$ cat src/rtl/result_forward_pipe.sv
// EX/MEM and MEM/WB pipeline registers feeding the ALU forwarding inputs,
// register-file write-back, and load-use stall detection with a saturating event counter.
module result_forward_pipe #(
    parameter int N  = 16,
    parameter int R  = 3,
    parameter int CW = 16
) (
    input  logic          clk,
    input  logic          rst,
    input  logic          flush,
    input  logic          ex_valid,
    input  logic [N-1:0]  ex_result,
    input  logic [R-1:0]  ex_dst,
    input  logic          ex_wb,
    input  logic          ex_mem_read,
    input  logic          ex_mem_write,
    input  logic [N-1:0]  mem_data_in,
    input  logic [R-1:0]  id_src,
    input  logic [R-1:0]  id_dst,
    input  logic          id_src_used,
    input  logic          id_dst_used,
    output logic [N-1:0]  result_prev1,
    output logic [R-1:0]  reg2_buf2,
    output logic          wb1,
    output logic          mem_write1,
    output logic          mem_read1,
    output logic [N-1:0]  result_prev2,
    output logic [R-1:0]  reg2_buf3,
    output logic          wb2,
    output logic          mem_write2,
    output logic          mem_read_load_case,
    output logic [N-1:0]  memory_data_output_load_case,
    output logic          rf_we,
    output logic [R-1:0]  rf_waddr,
    output logic [N-1:0]  rf_wdata,
    output logic          stall,
    output logic [CW-1:0] stall_count
);

    localparam logic [CW-1:0] COUNT_MAX = {CW{1'b1}};

    logic src_hit;
    logic dst_hit;
    logic ex_bubble;

    assign ex_bubble = flush || !ex_valid;

    // A load in EX cannot forward to decode in time; either used operand matching stalls.
    always_comb begin
        src_hit = id_src_used && (id_src == ex_dst);
        dst_hit = id_dst_used && (id_dst == ex_dst);
        stall   = ex_valid && ex_wb && ex_mem_read && (src_hit || dst_hit);
    end

    always_ff @(posedge clk) begin
        if (rst) begin
            result_prev1 <= '0;
            reg2_buf2    <= '0;
            wb1          <= 1'b0;
            mem_write1   <= 1'b0;
            mem_read1    <= 1'b0;
        end else if (ex_bubble) begin
            result_prev1 <= '0;
            reg2_buf2    <= '0;
            wb1          <= 1'b0;
            mem_write1   <= 1'b0;
            mem_read1    <= 1'b0;
        end else begin
            result_prev1 <= ex_result;
            reg2_buf2    <= ex_dst;
            wb1          <= ex_wb;
            mem_write1   <= ex_mem_write;
            mem_read1    <= ex_mem_read;
        end
    end

    // MEM/WB ignores flush: an instruction already in EX/MEM has committed.
    always_ff @(posedge clk) begin
        if (rst) begin
            result_prev2                 <= '0;
            reg2_buf3                    <= '0;
            wb2                          <= 1'b0;
            mem_write2                   <= 1'b0;
            mem_read_load_case           <= 1'b0;
            memory_data_output_load_case <= '0;
        end else begin
            result_prev2       <= result_prev1;
            reg2_buf3          <= reg2_buf2;
            wb2                <= wb1;
            mem_write2         <= mem_write1;
            mem_read_load_case <= mem_read1;
            if (mem_read1) begin
                memory_data_output_load_case <= mem_data_in;
            end
        end
    end

    always_ff @(posedge clk) begin
        if (rst) begin
            stall_count <= '0;
        end else if (stall && (stall_count != COUNT_MAX)) begin
            stall_count <= stall_count + 1'b1;
        end
    end

    always_comb begin
        rf_we    = wb2;
        rf_waddr = reg2_buf3;
        rf_wdata = mem_read_load_case ? memory_data_output_load_case : result_prev2;
    end

endmodule

$ cat config.mk
export PLATFORM = sky130hd
export DESIGN_NAME = result_forward_pipe
export DESIGN_NICKNAME = d
export VERILOG_FILES = /design/src/rtl/result_forward_pipe.sv
export SDC_FILE = /design/constraint.sdc
export NUM_CORES = 1
export LEC_CHECK = 0
export CELL_PAD_IN_SITES_DETAIL_PLACEMENT = 2
export CELL_PAD_IN_SITES_GLOBAL_PLACEMENT = 2
export CORE_UTILIZATION = 21
export DETAILED_ROUTE_END_ITERATION = 16
export GPL_TIMING_DRIVEN = 1
export HOLD_SLACK_MARGIN = 0.12
export PLACE_DENSITY_LB_ADDON = 0.3
export SYNTH_ARGS = -nofsm -noshare
export SYNTH_HDL_FRONTEND = slang
export SYNTH_SLANG_ARGS = --single-unit
$ cat constraint.sdc
create_clock -name clk -period 1.9 [get_ports clk]
set_clock_uncertainty 0.2 [all_clocks]
set_input_delay 0.285 -clock clk [delete_from_list [all_inputs] [get_ports clk]]
set_output_delay 0.285 -clock clk [all_outputs]
set_load 0.02 [all_outputs]
# Yosys cells after proc, flatten, opt, wreduce, memory -nomap -nowiden
# Index checks and enable logic that the tools add are counted.
# op_classes
addsub	1
multipliers	0
n_div	0
n_lt_le_gt_ge	0
n_eq_ne	3
shifts	0
mux	1
n_bitwise	0
reduce_logical	10
# op_table
operator	n
$add A16 B1 Y16 const B	1
$mux W16	1
$ne A16 B16 Y1 const B	1
$eq A3 B3 Y1	2
$logic_and A1 B1 Y1	6
$logic_or A1 B1 Y1	2
$reduce_or A2 Y1	1
$logic_not A1 Y1	1
# word_totals
regBits	76
latchBits	0
ramBits	0
rom_bits	0
in_bits	50
out_inout_bits	97
word_cells	27
memories	0

# Logic depth before layout (Yosys ltp)
# depth
depth_word	5
depth_mapped	7
mapped_depth_nobuf	6

# Least setup slack after synthesis
# No wires, ideal clock.
# synth_path
kind	reg2reg
start	register stall_count[0]
end	register stall_count[10]
setup_time_ps	123
t_arrival_ps	1709
required_ps	1577
path_slack_ps	-133
path_stages_with_launch	6
n_path_buf	0
synth_period_minus_slack_ps	2033
cell_sequence	dfxtp_1 > ha_1 > nand3_1 > or2_4 > nor4_2 > mux2_1
# synth_via
elab_chain_len	2
elab_cells_between_ends	3
cone_classes	add/sub (1); eq/ne (1); reduce/logical (1)
# synth_lines
item	line	source
from (decl)	37	output logic [CW-1:0] stall_count
from (signal assigned)	102	stall_count <= stall_count + 1'b1;
branches (longest 2 deep; another with $add A16 B1 Y16)	n/a	
# Parallel ways; which one is timed is not known.
# A chain may end at the register's enable or synchronous reset.

# Worst setup path in the final report
# layout_path
start	register stall_count[8]
end	register stall_count[4]
# layout_via
elab_chain_len	2
# layout_lines
item	line	source
$ne A16 B16 Y1	101	end else if (stall && (stall_count != COUNT_MAX)) begin
$logic_and A1 B1 Y1	101	
# Every way passes these cells.

==> key figures <==
Finish
  – Fillers: approximately 1400
  – Commonest non-fill, non-tap cell in the layout: clkdlybuf4s50_1
  – Layout cells sized above 1: 0.283
  – Seq. cell area: 1530 um^2
  – Final core occ: 0.392
  – Multi-input logic area: 1410 um^2
  – Area Overhead vs Synth: 79.0%
  – Diode count: 0
  – Commonest non-fill, non-tap cells in the layout: 101 x clkdlybuf4s50_1, 67 x dfxtp_1, 36 x buf_4, 25 x nor2b_1
  – Nets@finish: 509
  – Design area: 5290 um^2

Worst hold path
  – Hold Path Stages: 3
  – HP Class: in2reg

Global route
  – Gr ovfl total: 0
  – Antenna violations before repair: 0
  – First-pass GRT wire length: about 16000 um
  – Largest net degree at the start of global routing: 28
  – GRT Util Overall: 0.144
  – Vias in the first global route: approximately 3000

Worst setup path
  – Crit path required time: slightly below 2 ns
  – CP arrival: 1.93 ns
  – Setup CP Type: reg2reg
  – Worst Path Max Fanout: 6
  – Crit. End Element: flip-flop
  – Crit start category: flip-flop
  – Worst Reg-to-Reg Cells: 6

CTS
  – CTS Buffer Depth: 2
  – CTS buffer count: 9
  – CTS tree: done
  – CTS Root Cell: clkbuf_16
  – Reg clk slew, reported paths: 0.06 ns
  – CTS Sinks: 76
  – CTS H-tree depth: 3
  – Worst-Skew Late Latency: 0.33 ns

Placed design
  – Setup WS pre-CTS: -0.621 ns
  – Area post-placement: 4780 um^2
  – GPL Wtd Cong: 0.711
  – # port buffers: 146
  – Detailed-placement wirelength estimate: 7220 um

Pwr
  – Reg power frac: 0.403
  – Peak supply drop: 292 uV
  – Pwr dens: 768 nW/um^2
  – Combinational share of power: 0.080
  – Tot Pwr: 4.06 mW
  – Int Power: 3.22 mW
  – P_leak: 2.19 nW
  – Switching Fraction: 0.206
  – P_sw: about 840 uW
  – Clock power share: 0.517

Synthesis
  – YS warnings: 0
  – Asr flop ratio synth: 0
  – Seq/Total Area, Yosys: 0.515
  – Average size of a mapped cell: 10.7 um^2
  – Netlist Area Pre-Place: 2960 um^2
  – Yosys reg bits: between 70 and 80
  – Synth Instances: 277
  – Area leader, netlist: dfxtp_1
  – Top post-synthesis cells by area: dfxtp_1 51%, mux2_2 6.5%, mux2i_1 5.4%
  – Post-synth top area share: 0.515
  – EDFF count, synth: 0
  – Net Count, Synth: around 330
  – Synth cell types: 40
  – Ys flop type: dfxtp_1

Timing
  – Final hold slack: roughly 0.11 ns
  – Highest clock rate: 536 MHz
  – Final worst slack: 0.0356 ns
  – Period utilization: 0.981
  – Pins Over Slew Limit: 0
  – Tmin final: 1.86 ns
  – Worst-margin pin slew: 0.446 ns
  – Final hold violations: 0
  – Relative slew slack: 0.703
  – RSZ-0062 raised after global routing: yes
  – Final setup fails: 0

Routing
  – DR DRC count: 0
  – Final Routed Wirelength: between 10000 and 15000 um
  – TritonRoute pass-1 iters: 3
  – Vias per cell: between 4 and 5
  – Routed Antenna Nets: 0
  – Initial drt markers: 50
  – WL/cell: roughly 16 um
  – DR vias: around 2700

Floorplanning
  – # rows: 42
  – Ports: 147
  – Die Span Y: 121 um
  – Die Span X: 121 um
  – Full die area: approximately 15000 um^2
  – Core Region: 13500 um^2
  – Initial Utilization: 0.219

Status
  – Status: finished, final reports clean

Job
  – Max-Cap Viols: 0
power groups by stage:
stage	logic (mW)	registers (mW)	clock network (mW)
2_1_floorplan	0.0913	1.70	0
3_3_place_gp	0.327	1.67	0
3_5_place_dp	0.332	1.67	0
4_1_cts	0.329	1.64	2.16
5_1_grt	0.350	1.64	2.21
6_report	0.325	1.64	2.10
what timing repair did:
| item | in CTS | in global routing |
|---|---|---|
| pin swaps | 21 | 18 |
| gates cloned | 2 | 0 |
| hold buffers | 0 | 1 |
| endpoints found under the hold margin | 0 | 1 |
| setup buffers | 5 | 2 |
| resized for setup | 109 | 31 |
| setup endpoints to repair | 40 | 19 |
sequential cells by signal (all words and copies together) (netlist names):
name,flops
mem_read1,1
wb1,1
reg2_buf3,3
mem_write1,1
result_prev2,16
memory_data_output_load_case,16
result_prev1,16
mem_read_load_case,1
reg2_buf2,3
mem_write2,1
stall_count,16
rf_we,1
kinds of logic after synthesis:
group | count (synthesis) | share of synthesized area
AO/OA/AOI/OAI | 26 | 0.0546
buffers and inverters | 24 | 0.0516
flip-flops | 76 | 0.515
adder cells (fa/ha/maj) | 1 | 0.00423
multiplexers | 35 | 0.127
XOR/XNOR | 6 | 0.0178
AND/OR/NAND/NOR | 109 | 0.230
cell type report:
class                      instances  share of cell area
tap                              176              0.0416
inverter                           4             0.00284
sequential                        76               0.290
timing repair buffer             190               0.331
clock buffer                       9              0.0426
multi-input combinational        177               0.266
clock inverter                     7              0.0263
per-stage QoR:
| step | TNS, ns | instances |
|---|---|---|
| floorplan | -0.0255 | 277 |
| global placement | -7.70 | 613 |
| detailed placement | -8.79 | 613 |
| CTS | 0 | 636 |
| global route | -0.127 | 639 |
| finish | 0 | 639 |
synth_stat cells (6+ instances only):
master / instances
xnor2_1: 6
nand3_1: 7
dfxtp_1: 76
nor2_1: 22
clkbuf_1: 8
nor2b_1: 25
mux2i_1: 16
or4_1: 8
and2_1: 22
a21oi_1: 12
mux2_2: 17
o31ai_1: 9
worst max-delay path: stages, from the launching register on:
cell and delay (ns):
dfxtp_1 0.31, and4_4 0.20, nor4b_4 0.14, buf_6 0.15
buf_4 0.14, or4_4 0.51, a21oi_2 0.14
path summary, 6_finish.rpt:
kind / start / to / slack [ns]
worst max-delay path: stall_count[8]$_SDFFE_PP0P_ / stall_count[4]$_SDFFE_PP0P_ / 0.04
worst min-delay path: ex_dst[0] / reg2_buf2[0]$_SDFF_PP0_ / 0.11
worst max register to register: stall_count[8]$_SDFFE_PP0P_ / stall_count[4]$_SDFFE_PP0P_ / 0.04
worst min register to register: result_prev1[5]$_SDFF_PP0_ / result_prev2[5]$_SDFF_PP0_ / 0.26
routing by layer:
layer | global-route usage | routed length (um) | share of wire | vias to the layer above
li1 | - | - | - | 1313
met1 | 0.171 | 4330 | 0.42 | 1303
met2 | 0.249 | 5200 | 0.51 | 97
met3 | 0.0330 | 595 | 0.058 | 12
met4 | 0.0579 | 159 | 0.015 | 0
met5 | 0 | 0 | 0 | -
Note: power is estimated with default switching activity, not from simulation.
